### src/rtl/output_buffer_logic_pkg.sv
// Shared types for the byte-serial transmit path: packet layout, byte geometry and tx states.
package output_buffer_logic_pkg;

    localparam int PKT_BYTES = 4;
    localparam int BYTE_W    = 8;
    localparam int CNT_W     = $clog2(PKT_BYTES) + 1;

    // Byte 0 is the most significant byte and goes out on the wire first.
    typedef logic [0:PKT_BYTES-1][BYTE_W-1:0] pkt_t;

    typedef enum logic {
        IDLE = 1'b0,
        SEND = 1'b1
    } tx_state_t;

endpackage

### src/rtl/output_buffer_logic_pkt_fifo.sv
// Synchronous packet FIFO; writes while full and reads while empty are ignored.
module pkt_fifo #(
    parameter int  DEPTH = 4,
    parameter type T     = logic [31:0]
) (
    input  logic                   clock,
    input  logic                   reset_n,
    input  logic                   we_i,
    input  T                       wr_data_i,
    input  logic                   re_i,
    output T                       rd_data_o,
    output logic                   full_o,
    output logic                   empty_o,
    output logic [$clog2(DEPTH):0] count_o
);

    localparam int PTR_W = $clog2(DEPTH);

    T                 mem_q [DEPTH];
    logic [PTR_W-1:0] wr_ptr_q;
    logic [PTR_W-1:0] rd_ptr_q;
    logic [PTR_W:0]   count_q;
    logic [PTR_W:0]   count_d;
    logic             wr_en;
    logic             rd_en;

    assign full_o    = (count_q == (PTR_W+1)'(DEPTH));
    assign empty_o   = (count_q == '0);
    assign count_o   = count_q;
    assign rd_data_o = mem_q[rd_ptr_q];

    // full/empty come from the count before the edge, so a write while full is
    // dropped even if a pop happens in the same cycle.
    assign wr_en = we_i && !full_o;
    assign rd_en = re_i && !empty_o;

    always_comb begin
        count_d = count_q;
        case ({wr_en, rd_en})
            2'b10:   count_d = count_q + 1'b1;
            2'b01:   count_d = count_q - 1'b1;
            default: count_d = count_q;
        endcase
    end

    always_ff @(posedge clock or negedge reset_n) begin
        if (!reset_n) begin
            wr_ptr_q <= '0;
            rd_ptr_q <= '0;
            count_q  <= '0;
        end else begin
            if (wr_en) wr_ptr_q <= wr_ptr_q + 1'b1;
            if (rd_en) rd_ptr_q <= rd_ptr_q + 1'b1;
            count_q <= count_d;
        end
    end

    always_ff @(posedge clock) begin
        if (wr_en) mem_q[wr_ptr_q] <= wr_data_i;
    end

endmodule

### src/rtl/output_buffer_logic.sv
// Transmit side of the byte-serial link: queues packets and sends each as a
// 4-byte put/payload frame followed by at least GAP_CYCLES idle cycles.
module output_buffer_logic
    import output_buffer_logic_pkg::*;
#(
    parameter int DEPTH      = 4,
    parameter int GAP_CYCLES = 1
) (
    input  logic        clock,
    input  logic        reset_n,
    input  logic [31:0] pkt_in,
    input  logic        pkt_in_valid,
    input  logic        dst_full,
    output logic        full,
    output logic        drained,
    output logic        overflow,
    output logic        put,
    output logic [7:0]  payload
);

    localparam int GAP_W = (GAP_CYCLES > 1) ? $clog2(GAP_CYCLES) : 1;

    tx_state_t              state_q;
    pkt_t                   shift_q;
    logic [CNT_W-1:0]       byte_cnt_q;
    logic [GAP_W-1:0]       gap_cnt_q;
    logic                   put_q;
    logic [BYTE_W-1:0]      payload_q;
    logic                   overflow_q;
    logic                   overflow_d;

    pkt_t                   fifo_head;
    logic                   fifo_full;
    logic                   fifo_empty;
    logic [$clog2(DEPTH):0] fifo_count;
    logic                   pop;

    pkt_fifo #(
        .DEPTH (DEPTH),
        .T     (pkt_t)
    ) u_pkt_fifo (
        .clock     (clock),
        .reset_n   (reset_n),
        .we_i      (pkt_in_valid),
        .wr_data_i (pkt_t'(pkt_in)),
        .re_i      (pop),
        .rd_data_o (fifo_head),
        .full_o    (fifo_full),
        .empty_o   (fifo_empty),
        .count_o   (fifo_count)
    );

    // dst_full only gates the start of a frame; once started, a frame always completes.
    assign pop        = (state_q == IDLE) && !fifo_empty && !dst_full && (gap_cnt_q == '0);
    assign overflow_d = pkt_in_valid && fifo_full;

    always_ff @(posedge clock or negedge reset_n) begin
        if (!reset_n) begin
            state_q    <= IDLE;
            shift_q    <= '0;
            byte_cnt_q <= '0;
            gap_cnt_q  <= '0;
            put_q      <= 1'b0;
            payload_q  <= '0;
        end else begin
            case (state_q)
                IDLE: begin
                    if (pop) begin
                        shift_q    <= fifo_head;
                        put_q      <= 1'b1;
                        payload_q  <= fifo_head[0];
                        byte_cnt_q <= CNT_W'(1);
                        state_q    <= SEND;
                    end else begin
                        put_q <= 1'b0;
                        if (gap_cnt_q != '0) gap_cnt_q <= gap_cnt_q - 1'b1;
                    end
                end
                SEND: begin
                    if (byte_cnt_q == CNT_W'(PKT_BYTES)) begin
                        put_q      <= 1'b0;
                        payload_q  <= '0;
                        byte_cnt_q <= '0;
                        gap_cnt_q  <= GAP_W'(GAP_CYCLES - 1);
                        state_q    <= IDLE;
                    end else begin
                        payload_q  <= shift_q[byte_cnt_q[CNT_W-2:0]];
                        byte_cnt_q <= byte_cnt_q + 1'b1;
                    end
                end
                default: state_q <= IDLE;
            endcase
        end
    end

    always_ff @(posedge clock or negedge reset_n) begin
        if (!reset_n) overflow_q <= 1'b0;
        else          overflow_q <= overflow_d;
    end

    assign full     = fifo_full;
    assign overflow = overflow_q;
    assign put      = put_q;
    assign payload  = payload_q;
    assign drained  = (state_q == IDLE) && (fifo_count == '0) && (gap_cnt_q == '0) && !put_q;

endmodule

### config.mk
export PLATFORM = sky130hd
export DESIGN_NAME = output_buffer_logic
export DESIGN_NICKNAME = d
export VERILOG_FILES = /design/src/rtl/output_buffer_logic_pkg.sv /design/src/rtl/output_buffer_logic_pkt_fifo.sv /design/src/rtl/output_buffer_logic.sv
export SDC_FILE = /design/constraint.sdc
export NUM_CORES = 1
export LEC_CHECK = 0
export CAP_MARGIN = 40
export CORE_MARGIN = 5
export CORE_UTILIZATION = 40
export DETAILED_ROUTE_END_ITERATION = 8
export PLACE_DENSITY = 0.57
export SYNTH_ARGS = -nofsm -noshare
export SYNTH_HDL_FRONTEND = slang
export SYNTH_SLANG_ARGS = --single-unit
### constraint.sdc
create_clock -name clock -period 2.6 [get_ports clock]
set_input_delay 0.52 -clock clock [delete_from_list [all_inputs] [get_ports clock]]
set_output_delay 0.52 -clock clock [all_outputs]
set_load 0.02 [all_outputs]
## After elaboration in Yosys (flattened, before gate mapping)

Memories as Yosys holds them, arrays and structs flattened.
Index checks and enable logic that the tools add are counted.

| storage, ports and cells | value |
|---|---|
| flip-flop bits (word level) | 54 |
| memory bits (writable) | 128 |
| input port bits | 36 |
| memories | 1 |

Memory list:

| memory | words | width | read ports | clocked after memory_dff | write ports | line | text |
|---|---|---|---|---|---|---|---|
| u_pkt_fifo.mem_q | 4 | 32 | 1 | 0 | 1 | output_buffer_logic_pkt_fifo.sv:19 | `T mem_q [DEPTH];` |

| cells by class | value |
|---|---|
| add/sub/neg operators | 6 |
| $lt $le $gt $ge | 1 |
| equal/unequal tests | 7 |
| multiplexer cells | 20 |
| bitwise operators | 3 |
| reduce and logical (&&, ||, !) cells | 17 |

Operators with widths:

| cell | count |
|---|---|
| 8-bit two-way mux | 4 |
| 8-bit binary-select mux with 2-bit select | 1 |
| 8-bit case mux with 2 select lines | 1 |
| 3-bit case mux with 2 select lines | 2 |
| 1-bit logical AND | 9 |
| 1-bit two-way mux | 7 |
| 3-bit by 1-bit adder with 3-bit output (second input constant) | 2 |
| 3-bit == test (second input constant) | 2 |
| 3-bit two-way mux | 2 |
| 1-bit case mux with 2 select lines | 3 |
| 2-bit by 1-bit adder with 2-bit output (second input constant) | 2 |
| 1-bit zero test | 4 |
| 2-bit by 1-bit != test with 1-bit output (second input constant) | 2 |
| 2-bit AND reduction | 2 |
| 3-bit >= comparator (second input constant) | 1 |
| 3-bit zero test | 1 |
| 2-bit inverter with 3-bit output | 1 |
| 3-bit by 1-bit subtractor with 3-bit output (second input constant) | 1 |
| 2-bit by 1-bit == test with 1-bit output (second input constant) | 1 |
| 2-bit == test (second input constant) | 1 |
| 2-bit != test (second input constant) | 1 |
| 1-bit inverter | 2 |
| 2-bit nonzero test | 1 |
| 1-bit subtractor (second input constant) | 1 |

## Depth between registers and ports, before layout

| depth | value |
|---|---|
| depth in word-level cells | 8 |
| depth in mapped cells | 12 |
| depth with buffers taken out | 9 |

## Hierarchy

From an unflattened synthesis, not the netlist that was laid out.

| second synthesis, totals | value |
|---|---|
| cell total of the unflattened synthesis | 352 |
| area, all modules | 7298.2 um^2 |

Modules (own cells, without submodules):

| module | times used | cells each | area an instance (um^2) | seq. area each (um^2) |
|---|---|---|---|---|
| pkt_fifo | 1 | 205 | 5091.1 | 4018.9 |
| output_buffer_logic | 1 | 147 | 2207.1 | 1151.1 |

## Worst setup path before layout

OpenSTA, ideal clock, no wires.

| timing | value |
|---|---|
| path type | input to register |
| from | in dst_full |
| to | reg u_pkt_fifo.count_q[2], in the netlist u_pkt_fifo.count_o[2] |
| arrival | 2.231 ns |
| data required time | 2.521 ns |
| slack | 0.290 ns |
| stages | 11 |
| path buffers | 2 |
| cell sequence | nor2_2 -> nand2_8 -> inv_2 -> buf_6 -> buf_6 -> ha_1 -> inv_1 -> fa_1 -> xor2_1 -> nor2_1 -> xor2_1 |

| on the way | value |
|---|---|
| longest elaborated chain between the ends | 6 |
| elaborated cells between the ends (all ways) | 8 |
| those cells by class | 2 x eq/ne; 1 x mux; 5 x reduce/logical |

RTL lines:

| element | line | text |
|---|---|---|
| start, declared | output_buffer_logic.sv:13 | `input logic dst_full,` |
| 1-bit zero test (*) | output_buffer_logic.sv:54 | `assign pop = (state_q == IDLE) && !fifo_empty && !dst_full && (gap_cnt_q == '0);` |
| 1-bit logical AND (*) (2 in series) | output_buffer_logic.sv:54 |  |
| 1-bit logical AND (*) | output_buffer_logic_pkt_fifo.sv:35 | `assign rd_en = re_i && !empty_o;` |
| net u_pkt_fifo.rd_en | output_buffer_logic_pkt_fifo.sv:25 | `logic rd_en;` |
| 2-bit by 1-bit == test with 1-bit output / 2-bit == test (equally long branches) | output_buffer_logic_pkt_fifo.sv:39 | `case ({wr_en, rd_en})` |
| 3-bit case mux with 2 select lines / 2-bit nonzero test (equally long branches) | -- |  |
| end signal, assigned | output_buffer_logic_pkt_fifo.sv:54 | `count_q <= count_d;` |
| end, declared | output_buffer_logic_pkt_fifo.sv:22 | `logic [PTR_W:0] count_q;` |

Mark *: on every way through the listed nets, which the timed path passes. The rest lies on a longest branch.
A chain may end at the register's enable or synchronous reset.

## Worst setup path after layout

| timing | value |
|---|---|
| from | reg u_pkt_fifo.count_q[1], in the netlist u_pkt_fifo.count_o[1] |
| to | out full |

| on the way | value |
|---|---|
| longest elaborated chain between the ends | 1 |

RTL lines:

| element | line | text |
|---|---|---|
| 3-bit == test | output_buffer_logic_pkt_fifo.sv:27 | `assign full_o = (count_q == (PTR_W+1)'(DEPTH));` |
| end, declared | output_buffer_logic.sv:14 | `output logic full,` |

Every way passes these cells.

==> qor.csv <==
stage,metric,value,unit
run_status,outcome,"complete, no violations",
final_layout,FF+latch area,5170,um2
worst_setup_path,CP peak stage delay,590,ps
worst_setup_path,Setup crit start kind,flop,
final_layout,Antenna Cells,0,
detailed_routing,DRT antenna net count,0,
detailed_routing,residual DRC count,0,
place,Place WS,127,ps
sta,Relative slew margins,56.5,%
detailed_routing,total iterations of the first detailed-routing run,4,
logic_synthesis,post-synth top area share,54.3,%
place,# port buffers,47,
detailed_routing,vias post-DR,3389,
die,# IOs,48,
pwr,Leak,3.08,nW
global_routing,M1 GR Usage,18.7,%
cts,Post-CTS Setup Bufs,0,
place,placed cell area,7910,um2
min_path,Min-Delay Path Class,in -> async,
logic_synthesis,Synth Register Bits,181,
cts,CTS sink cnt,181,
cts,CTS tree,built,
cts,Num CTS Buffers,17,
global_routing,GRT overflow,0,
global_routing,pin count of the biggest net entering global routing,31,
cts,hold_buf cts,0,
global_routing,routing usage on met2,21.4,%
logic_synthesis,Synth Instances,343,
worst_setup_path,maximum net fanout on the critical path,5,
final_layout,Final Util,48.6,%
run,max-cap violations,0,
die,Die W,143,um
sta,fin crit period,2280,ps
final_layout,post-route insts no fill,655,
worst_setup_path,CP Data Required Time,2080,ps
pwr,maximum vdd drop,0.000573,V
global_routing,initial antenna violation count,0,
worst_setup_path,CP Data Arrival Time,1760,ps
detailed_routing,DRT Wirelength,13000,um
sta,setup ws final,323,ps
logic_synthesis,area of the mapped netlist,7080,um2
cts,Clock H-tree levels,4,
pwr,P_int,0.00684,W
worst_setup_path,CP max stage cell,clkdlybuf4s50_1,
pwr,Flop pwr share,46.2,%
sta,Worst Tran Pin Value,652,ps
global_routing,vias in the first global route,3630,
final_layout,area of the multi-input gates,1760,um2
worst_setup_path,CP Cell Sequence,nor2_1 -> and2_1 -> clkdlybuf4s50_1,
logic_synthesis,Synth Net Count,387,
die,die height,143,um
final_layout,"Design Area, Final",8430,um2
worst_setup_path,Crit Reg-Reg Startpoint,u_pkt_fifo.count_o[2],
logic_synthesis,sequential area share after synthesis,73.0,%
pwr,sw power,0.00282,W
logic_synthesis,synthesized area per cell,20.6,um2
global_routing,first-pass GRT wire length,20600,um
sta,Fmax,439,MHz
pwr,Comb pwr share,30.2,%
sta,setup tns final,0,ps
sta,Setup Viol. Count Final,0,
pwr,Switching Share,29.2,%
sta,RSZ-0062 raised after global routing,false,
place,Placed Cells,624,
cts,clk_lat worst skew,420,ps
sta,Worst Skew,5.50,ps
place,HPWL after DPL,8860,um
sta,Final period util,87.6,%
detailed_routing,wire length per cell,19.8,um
cts,root buf cell,clkbuf_16,
die,FP Rows,48,
pwr,P per Cell Area,1150,nW/um2
logic_synthesis,synth warn,0,
worst_setup_path,r2r setup slk,570,ps
pwr,part of the power in the clock network,23.6,%
sta,final slew viol count,0,
logic_synthesis,Synth cell types,36,
detailed_routing,DRT iter0 DRCs,128,
place,Final GP Congestion,0.791,
worst_setup_path,crit path kind,reg -> out,
die,core box area,17400,um2
cts,clk slew on worst S/H paths,60,ps
die,die area,20500,um2
worst_setup_path,r2r worst-path depth,10,
cts,CTS max path bufs,2,
sta,final hold violations,0,
logic_synthesis,synth top area cells,"edfxtp_1 54%, dfrtp_1 19%, mux4_2 13%, mux2_2 1.9%, mux2_4 1.5%",
detailed_routing,vias per cell,5.17,
final_layout,FILL cells,1412,
final_layout,nets,462,
final_layout,layout cells sized above 1,25.8,%
global_routing,All-Layer GR Usage,13.9,%
logic_synthesis,Synth area leader,edfxtp_1,
final_layout,Area Overhead vs Synth,19.1,%
worst_setup_path,worst reg2reg path endpoint,u_pkt_fifo.count_o[2],
global_routing,most crowded layer after global routing,met2,
global_routing,met3 GRT Util,4.32,%
die,initial core utilization,40.8,%
worst_setup_path,crit path capture type,output port,
[cells in the mapped netlist]
cell / instances
a22oi_1: 2
nor3_1: 2
fa_1: 1
nor2_1: 3
a21o_1: 6
a21boi_1: 2
mux4_2: 40
a31oi_1: 1
clkbuf_1: 1
mux2_1: 8
o21ai_0: 2
dfrtp_1: 53
o21a_1: 1
nand2_8: 1
and2_1: 5
o211ai_1: 1
ha_1: 7
buf_6: 6
or3_1: 1
mux2_4: 7
xor2_1: 2
nand2_1: 6
a21oi_1: 2
nand3_1: 1
or2_1: 1
mux2_2: 12
nor3b_1: 1
buf_2: 6
and3_1: 7
a221o_1: 6
o31ai_1: 3
xnor2_1: 4
edfxtp_1: 128
nor2_2: 1
inv_1: 12
inv_2: 1
[through the flow]
stage               hold WS [ps]  total power, W
floorplan                    224         0.00649
global placement             460         0.00745
CTS                          123         0.00984
finish                       127         0.00967
detailed placement           462         0.00753
global route                 148          0.0102
[metal layers]
metal	vias to the layer above	wire, um
li1	1516	-
met1	1786	5760
met2	79	6450
met3	8	645
met4	0	131
met5	-	0
[registers in the layout, summed over array words and instances (netlist names)]
register             count
u_pkt_fifo.mem_q       128
shift_q                 32
payload                  8
byte_cnt_q               3
u_pkt_fifo.count_o       3
u_pkt_fifo.rd_ptr_q      2
u_pkt_fifo.wr_ptr_q      2
overflow                 1
put                      1
state_q                  1
[cells by family after synthesis]
group,after synthesis,share of synthesized area (%)
flops,181,73.0
mux,67,17.4
simple gates,29,2.40
compound gates,26,2.81
buf+inv,26,2.12
fa+ha+maj,8,1.52
xor+xnor,6,0.742
[cell type report]
cell class / count / share of cell area, %
flip-flops and latches: 181 / 61.3
inverters: 13 / 0.579
clock inverters: 12 / 1.07
repair buffers: 69 / 7.66
well taps: 225 / 3.34
multi-input cells: 136 / 20.9
clock buffers: 19 / 5.14
[timing repair]
action | CTS | global route
hold endpoints to repair | 0 | 0
gates resized for setup | 0 | 1
endpoints found under the setup margin | 0 | 1
[layout by cell type (no fill, tap or decap), drive strengths merged]
cell type,instances
a21boi,2
a21o,6
a21oi,2
a221o,6
a22oi,2
a31oi,1
and2,5
and3,7
buf,23
bufinv,1
clkbuf,19
clkdlybuf4s50,45
clkinv,7
clkinvlp,4
dfrtp,53
dlymetal6s2s,1
edfxtp,128
fa,1
ha,7
inv,13
mux2,27
mux4,40
nand2,7
nand3,1
nor2,4
nor3,2
nor3b,1
o211ai,1
o21a,1
o21ai,2
o31ai,3
or2,1
or3,1
xnor2,4
xor2,2
[power groups by stage]
stage	sequential, W	combinational, W	clock (W)
2_1_floorplan	0.00434	0.00215	0
3_3_place_gp	0.00451	0.00294	0
3_5_place_dp	0.00454	0.00299	0
4_1_cts	0.00449	0.00301	0.00235
5_1_grt	0.00456	0.00319	0.00249
6_report	0.00447	0.00292	0.00228
[critical path: cells and delay by family (launching register included)]
family,cells,cell delay (ps)
flops,1,420
simple gates,2,330
buf+inv,1,590
[how the worst max path moves through the flow]
stage | slack (ps) | startpoint | to | depth (start not counted)
final | 320 | u_pkt_fifo.count_o[1] | full | 3
after global routing | 200 | u_pkt_fifo.count_o[1] | full | 3
after CTS | 20 | u_pkt_fifo.count_o[2] | drained | 3
after detailed placement | 130 | dst_full | u_pkt_fifo.count_o[2] | 10
after global placement | 210 | dst_full | u_pkt_fifo.count_o[2] | 10
after floorplan | 290 | dst_full | u_pkt_fifo.count_o[2] | 11
(Power assumes the default switching activity.)
